===== src/rtl/writeback_stage.sv =====
`default_nettype none
// +----------------------------------------------------------------------------+
// | Module      : writeback_stage                                              |
// | Description : Final NaiveMIPS pipeline stage. Accepts one retiring         |
// |               instruction per handshake, waits for the data-bus response   |
// |               of loads, aligns/extends load data and drives the register   |
// |               file write port for exactly one cycle per instruction.       |
// |               Also exposes a forwarding port and the pending-load dst.     |
// | Options     : WB_LOAD_ALIGN_EN - byte/halfword extraction and extension.   |
// |               When undefined every load commits dbus_rdata unmodified.     |
// | Revision    : 1.0 - initial release                                        |
// +----------------------------------------------------------------------------+
module writeback_stage (
  input  logic        clk,
  input  logic        reset,
  // memory-stage handshake
  input  logic        in_valid,
  output logic        in_ready,
  input  logic [31:0] in_pc,
  input  logic [4:0]  in_dst,
  input  logic [31:0] in_result,
  input  logic        in_is_load,
  input  logic [2:0]  in_load_type,
  input  logic [1:0]  in_addr_low,
  // data-bus load response
  input  logic        dbus_rvalid,
  input  logic [31:0] dbus_rdata,
  // register-file write port
  output logic [4:0]  grf_waddr,
  output logic [31:0] grf_wdata,
  output logic [31:0] wb_pc,
  // hazard unit
  output logic        fwd_valid,
  output logic [4:0]  fwd_addr,
  output logic [31:0] fwd_data,
  output logic        pend_valid,
  output logic [4:0]  pend_dst
);

  typedef enum logic [1:0] {
    EMPTY     = 2'd0,
    FULL      = 2'd1,
    WAIT_LOAD = 2'd2
  } state_t;

  state_t      r_state;
  state_t      w_state_next;

  logic [31:0] r_pc;
  logic [4:0]  r_dst;
  logic [31:0] r_result;
  logic [31:0] r_last_pc;     // PC of the most recent commit, shown between commits

  logic        w_transfer;
  logic        w_take_resp;
  logic        w_commit;
  logic [31:0] w_load_data;

  assign in_ready    = (r_state != WAIT_LOAD);
  assign w_transfer  = in_valid && in_ready;
  assign w_take_resp = (r_state == WAIT_LOAD) && dbus_rvalid;
  assign w_commit    = (r_state == FULL);

  // State register
  always_ff @(posedge clk) begin
    if (reset) begin
      r_state <= EMPTY;
    end else begin
      r_state <= w_state_next;
    end
  end

  // Next-state logic: a committing slot drains to EMPTY unless refilled
  always_comb begin
    w_state_next = r_state;
    case (r_state)
      EMPTY, FULL: begin
        if (w_transfer) begin
          w_state_next = in_is_load ? WAIT_LOAD : FULL;
        end else begin
          w_state_next = EMPTY;
        end
      end
      WAIT_LOAD: begin
        if (dbus_rvalid) begin
          w_state_next = FULL;
        end
      end
      default: w_state_next = EMPTY;
    endcase
  end

  // Instruction capture; the result comes from the ALU or, for loads, the bus
  always_ff @(posedge clk) begin
    if (reset) begin
      r_pc      <= 32'd0;
      r_dst     <= 5'd0;
      r_result  <= 32'd0;
      r_last_pc <= 32'd0;
    end else begin
      if (w_transfer) begin
        r_pc  <= in_pc;
        r_dst <= in_dst;
        if (!in_is_load) begin
          r_result <= in_result;
        end
      end else if (w_take_resp) begin
        r_result <= w_load_data;
      end
      if (w_commit) begin
        r_last_pc <= r_pc;
      end
    end
  end

`ifdef WB_LOAD_ALIGN_EN
  localparam logic [2:0] c_LD_LB  = 3'd1;
  localparam logic [2:0] c_LD_LBU = 3'd2;
  localparam logic [2:0] c_LD_LH  = 3'd3;
  localparam logic [2:0] c_LD_LHU = 3'd4;

  logic [2:0]  r_load_type;
  logic [1:0]  r_addr_low;
  logic [7:0]  w_byte;
  logic [15:0] w_half;

  // Load shape captured with the load so the response can be aligned later
  always_ff @(posedge clk) begin
    if (reset) begin
      r_load_type <= 3'd0;
      r_addr_low  <= 2'd0;
    end else if (w_transfer && in_is_load) begin
      r_load_type <= in_load_type;
      r_addr_low  <= in_addr_low;
    end
  end

  // Byte/half extraction (little-endian) and sign/zero extension;
  // addr_low[0] is irrelevant for halves since misalignment traps upstream
  always_comb begin
    w_byte = dbus_rdata[7:0];
    case (r_addr_low)
      2'd0:    w_byte = dbus_rdata[7:0];
      2'd1:    w_byte = dbus_rdata[15:8];
      2'd2:    w_byte = dbus_rdata[23:16];
      default: w_byte = dbus_rdata[31:24];
    endcase
    w_half = r_addr_low[1] ? dbus_rdata[31:16] : dbus_rdata[15:0];
    case (r_load_type)
      c_LD_LB:  w_load_data = {{24{w_byte[7]}}, w_byte};
      c_LD_LBU: w_load_data = {24'd0, w_byte};
      c_LD_LH:  w_load_data = {{16{w_half[15]}}, w_half};
      c_LD_LHU: w_load_data = {16'd0, w_half};
      default:  w_load_data = dbus_rdata;
    endcase
  end
`else
  logic w_unused_align;

  // Without alignment every load behaves as LW; load shape inputs are unused
  assign w_load_data    = dbus_rdata;
  assign w_unused_align = ^{in_load_type, in_addr_low};
`endif

  // Commit, forwarding and pending-load outputs
  assign grf_waddr  = w_commit ? r_dst : 5'd0;
  assign grf_wdata  = w_commit ? r_result : 32'd0;
  assign wb_pc      = w_commit ? r_pc : r_last_pc;
  assign fwd_valid  = w_commit && (r_dst != 5'd0);
  assign fwd_addr   = grf_waddr;
  assign fwd_data   = grf_wdata;
  assign pend_valid = (r_state == WAIT_LOAD);
  assign pend_dst   = pend_valid ? r_dst : 5'd0;

endmodule
`default_nettype wire

===== config.mk =====
export PLATFORM = sky130hd
export DESIGN_NAME = writeback_stage
export DESIGN_NICKNAME = d
export VERILOG_FILES = /design/src/rtl/writeback_stage.sv
export SDC_FILE = /design/constraint.sdc
export NUM_CORES = 1
export LEC_CHECK = 0
export BUFFER_PORTS_ARGS = -buffer_cell sky130_fd_sc_hd__buf_2
export CAP_MARGIN = 25
export CORE_MARGIN = 2
export CORE_UTILIZATION = 30
export DETAILED_ROUTE_END_ITERATION = 8
export HOLD_SLACK_MARGIN = 0.1
export PLACE_DENSITY = 0.67
export SYNTH_ARGS = -nofsm -noshare
export SYNTH_HDL_FRONTEND = slang
export SYNTH_SLANG_ARGS = --single-unit

===== constraint.sdc =====
create_clock -name clk -period 1.5 [get_ports clk]
set_input_delay 0.3 -clock clk [delete_from_list [all_inputs] [get_ports clk]]
set_output_delay 0.3 -clock clk [all_outputs]
set_load 0.005 [all_outputs]

==> impl_metrics.json <==
{
  "outcome": "finished, violations left",
  "violations": "negative setup slack",
  "yosys_warnings": 0,
  "clk_pin_slew_ps": 70,
  "cts_sinks": 103,
  "syn_area_per_cell_sq_um": 9.41,
  "core_sq_mm": 0.0158,
  "tritoncts": "yes",
  "crit_required_ps": 1200,
  "tightest_slew_ps": 306,
  "synth_top_area_cell": "dfxtp_1",
  "grt_pass1_vias": 3836,
  "std_cell_rows": 46,
  "hold_violations": 0,
  "yosysSeqAreaShare_pct": 42.6,
  "drive_above_1_share_pct": 47.8,
  "port-buffer-count": 219,
  "die_w_um": 131,
  "ant_nets": 0,
  "finalSetupViolCount": 143,
  "nets": 815,
  "cts_made_buffers": 9,
  "yosys.area.top_type_share_pct": 42.6,
  "grt_pass1_wl_um": 21100,
  "critPathMaxFanout": 12,
  "stdcell_area_sq_mm": 0.00710,
  "clock_latency_ps": 350,
  "fmaxAchievable_mhz": 557,
  "hpwl_um": 9310,
  "wl_um": 15200,
  "via_per_inst": 4.70,
  "cp-start-kind": "flip-flop",
  "whs_ps": 194,
  "synthesis.area_sq_mm": 0.00484,
  "cts_max_path_buffers": 2,
  "ir_drop_mv": 0.562,
  "postCtsHoldBufs": 0,
  "synth_cells": 515,
  "ys_seq_elements": 103,
  "maxCapViolations": 0,
  "leakage_nw": 3.42,
  "hold_class": "in -> reg",
  "reg2reg_from": "r_state[1]$_SDFFE_PP0P_",
  "rsz0062_at_grt": "true",
  "synth_fp_nets": 626,
  "fin_skew_ps": 4.11,
  "criticalPathCategory": "reg -> out",
  "powerDensity_mw_per_mm2": 918,
  "grt_max_degree": 56,
  "synth.area.top_cells": "dfxtp_1 43%, mux2_4 9.0%, a21oi_1 7.2%",
  "netlist-cell-type-count": 26,
  "top_level_ports": 225,
  "hp-start": "in_pc[2]",
  "finalCriticalPeriod_ps": 1800,
  "initial_core_util_pct": 30.6,
  "grtUsageTotal_pct": 16.0,
  "fillCellCount": 1518,
  "slew_headroom_pct": 79.6,
  "drt-wirelength-per-cell_um": 16.4,
  "first_pass_iters": 4,
  "cp-startpoint": "r_state[1]$_SDFFE_PP0P_",
  "root_buffer": "clkbuf_16",
  "antenna_found_initial": 2,
  "grt-ovfl-total": 0,
  "vias": 4348,
  "areaGrowthSynthToFinish_pct": 46.6,
  "end_kind": "output port",
  "power_mw": 6.52,
  "die_area_sq_mm": 0.0172,
  "place_area_sq_mm": 0.00599,
  "cp.arrival_ps": 1500,
  "post-route-util_pct": 44.9,
  "place_ws_ps": -19.3,
  "drt-initial-drc-count": 255,
  "htreeDepth": 3,
  "worst_slack_ps": -297,
  "gp_congestion": 0.762,
  "fin_crit_sh_pct": 120,
  "drc": 0,
  "slew_viol_final": 0,
  "die_h_um": 131
}
## metrics by stage
stage	TNS (ps)	std cells
6_report	-26760	926
5_1_grt	-37080	926
4_1_cts	-28400	918
3_5_place_dp	-106	889
3_3_place_gp	-131	889
2_1_floorplan	0	515
## where the power goes
group / total (mW) / switching, mW / leakage [nW] / internal [mW]
clock network: 2.51 / 1.05 / 0.148 / 1.46
registers: 2.97 / 0.0804 / 0.845 / 2.89
logic: 1.04 / 0.474 / 2.43 / 0.570
total: 6.52 / 1.61 / 3.42 / 4.91
## repair_timing
action                                  CTS  global route
buffers inserted                         11             5
resized for setup                        70            44
cloned                                    2             6
endpoints found under the setup margin  114           166
pin swaps                                 7            32
## worst max-delay path, cell delays in order (launching register included)
cell and delay, ps:
dfxtp_2 340, nand2b_4 180, buf_12 170, mux2_4 320, buf_6 120
## placed cells by master, fill, tap and decap left out, types with 4 or more instances in the layout
cell and instances:
buf_12 12, and2_1 26, buf_4 13, dfxtp_1 101, buf_2 157, a21oi_2 4, a21oi_1 66, o21ai_0 33
clkbuf_16 13, mux2_4 31, buf_6 71, o221a_1 30, inv_1 33, nor2b_1 33, o21ai_1 4, and2_4 16
nand3_1 36
## routing by layer
metal	GRT usage, %	wire length [um]	up-vias	share of wire (%)
li1	-	-	2112	-
met5	0	0	-	0
met3	4.67	801	13	5.3
met2	25.1	7400	136	49
met1	21.8	6800	2087	45
met4	3.75	173	0	1.1
## registers in the layout, summed over array words and instances (netlist names)
register,cells
r_pc,32
r_dst,5
r_last_pc,32
r_result,32
r_state,2
## path summary, 6_finish.rpt
check                                                end  cells past startpoint  slack [ps]
worst max-delay path                           wb_pc[18]                      4        -300
worst min-delay path                r_pc[2]$_SDFFE_PP0N_                      3         190
worst max register to register  r_result[1]$_SDFFE_PP0P_                      7         -50
worst min register to register     r_pc[26]$_SDFFE_PP0N_                      2         480
## synthesized netlist by cell type, drive strengths merged
master	instances
nor2b	35
a2bb2oi	1
nor2	2
o221a	32
clkbuf	24
nand2b	3
buf	58
inv	34
o21ai	37
a21oi	70
nor3	1
mux2	32
and2	42
o21bai	1
and3b	1
nand2	1
o22ai	1
dfxtp	103
nand3	37
## logic make-up (layout without fill, tap and decap cells)
group | Yosys count | count (layout) | synth area share [%]
AOI/OAI and AO/OA | 142 | 142 | 19.2
DFF | 103 | 103 | 42.6
muxes | 32 | 32 | 9.68
other | 0 | 1 | 0
buffers and inverters | 116 | 310 | 13.8
and+or+nand+nor | 122 | 122 | 14.7
## layout make-up
class,count,area [sq um],area share (%)
diodes,1,2.50,0.0352
clock buffers,10,229,3.22
clock inverters,6,85.1,1.20
inverters,34,130,1.83
multi-input cells,296,2230,31.3
flip-flops and latches,103,2070,29.1
well taps,216,270,3.80
repair buffers,260,2090,29.5
(Power assumes the default switching activity.)
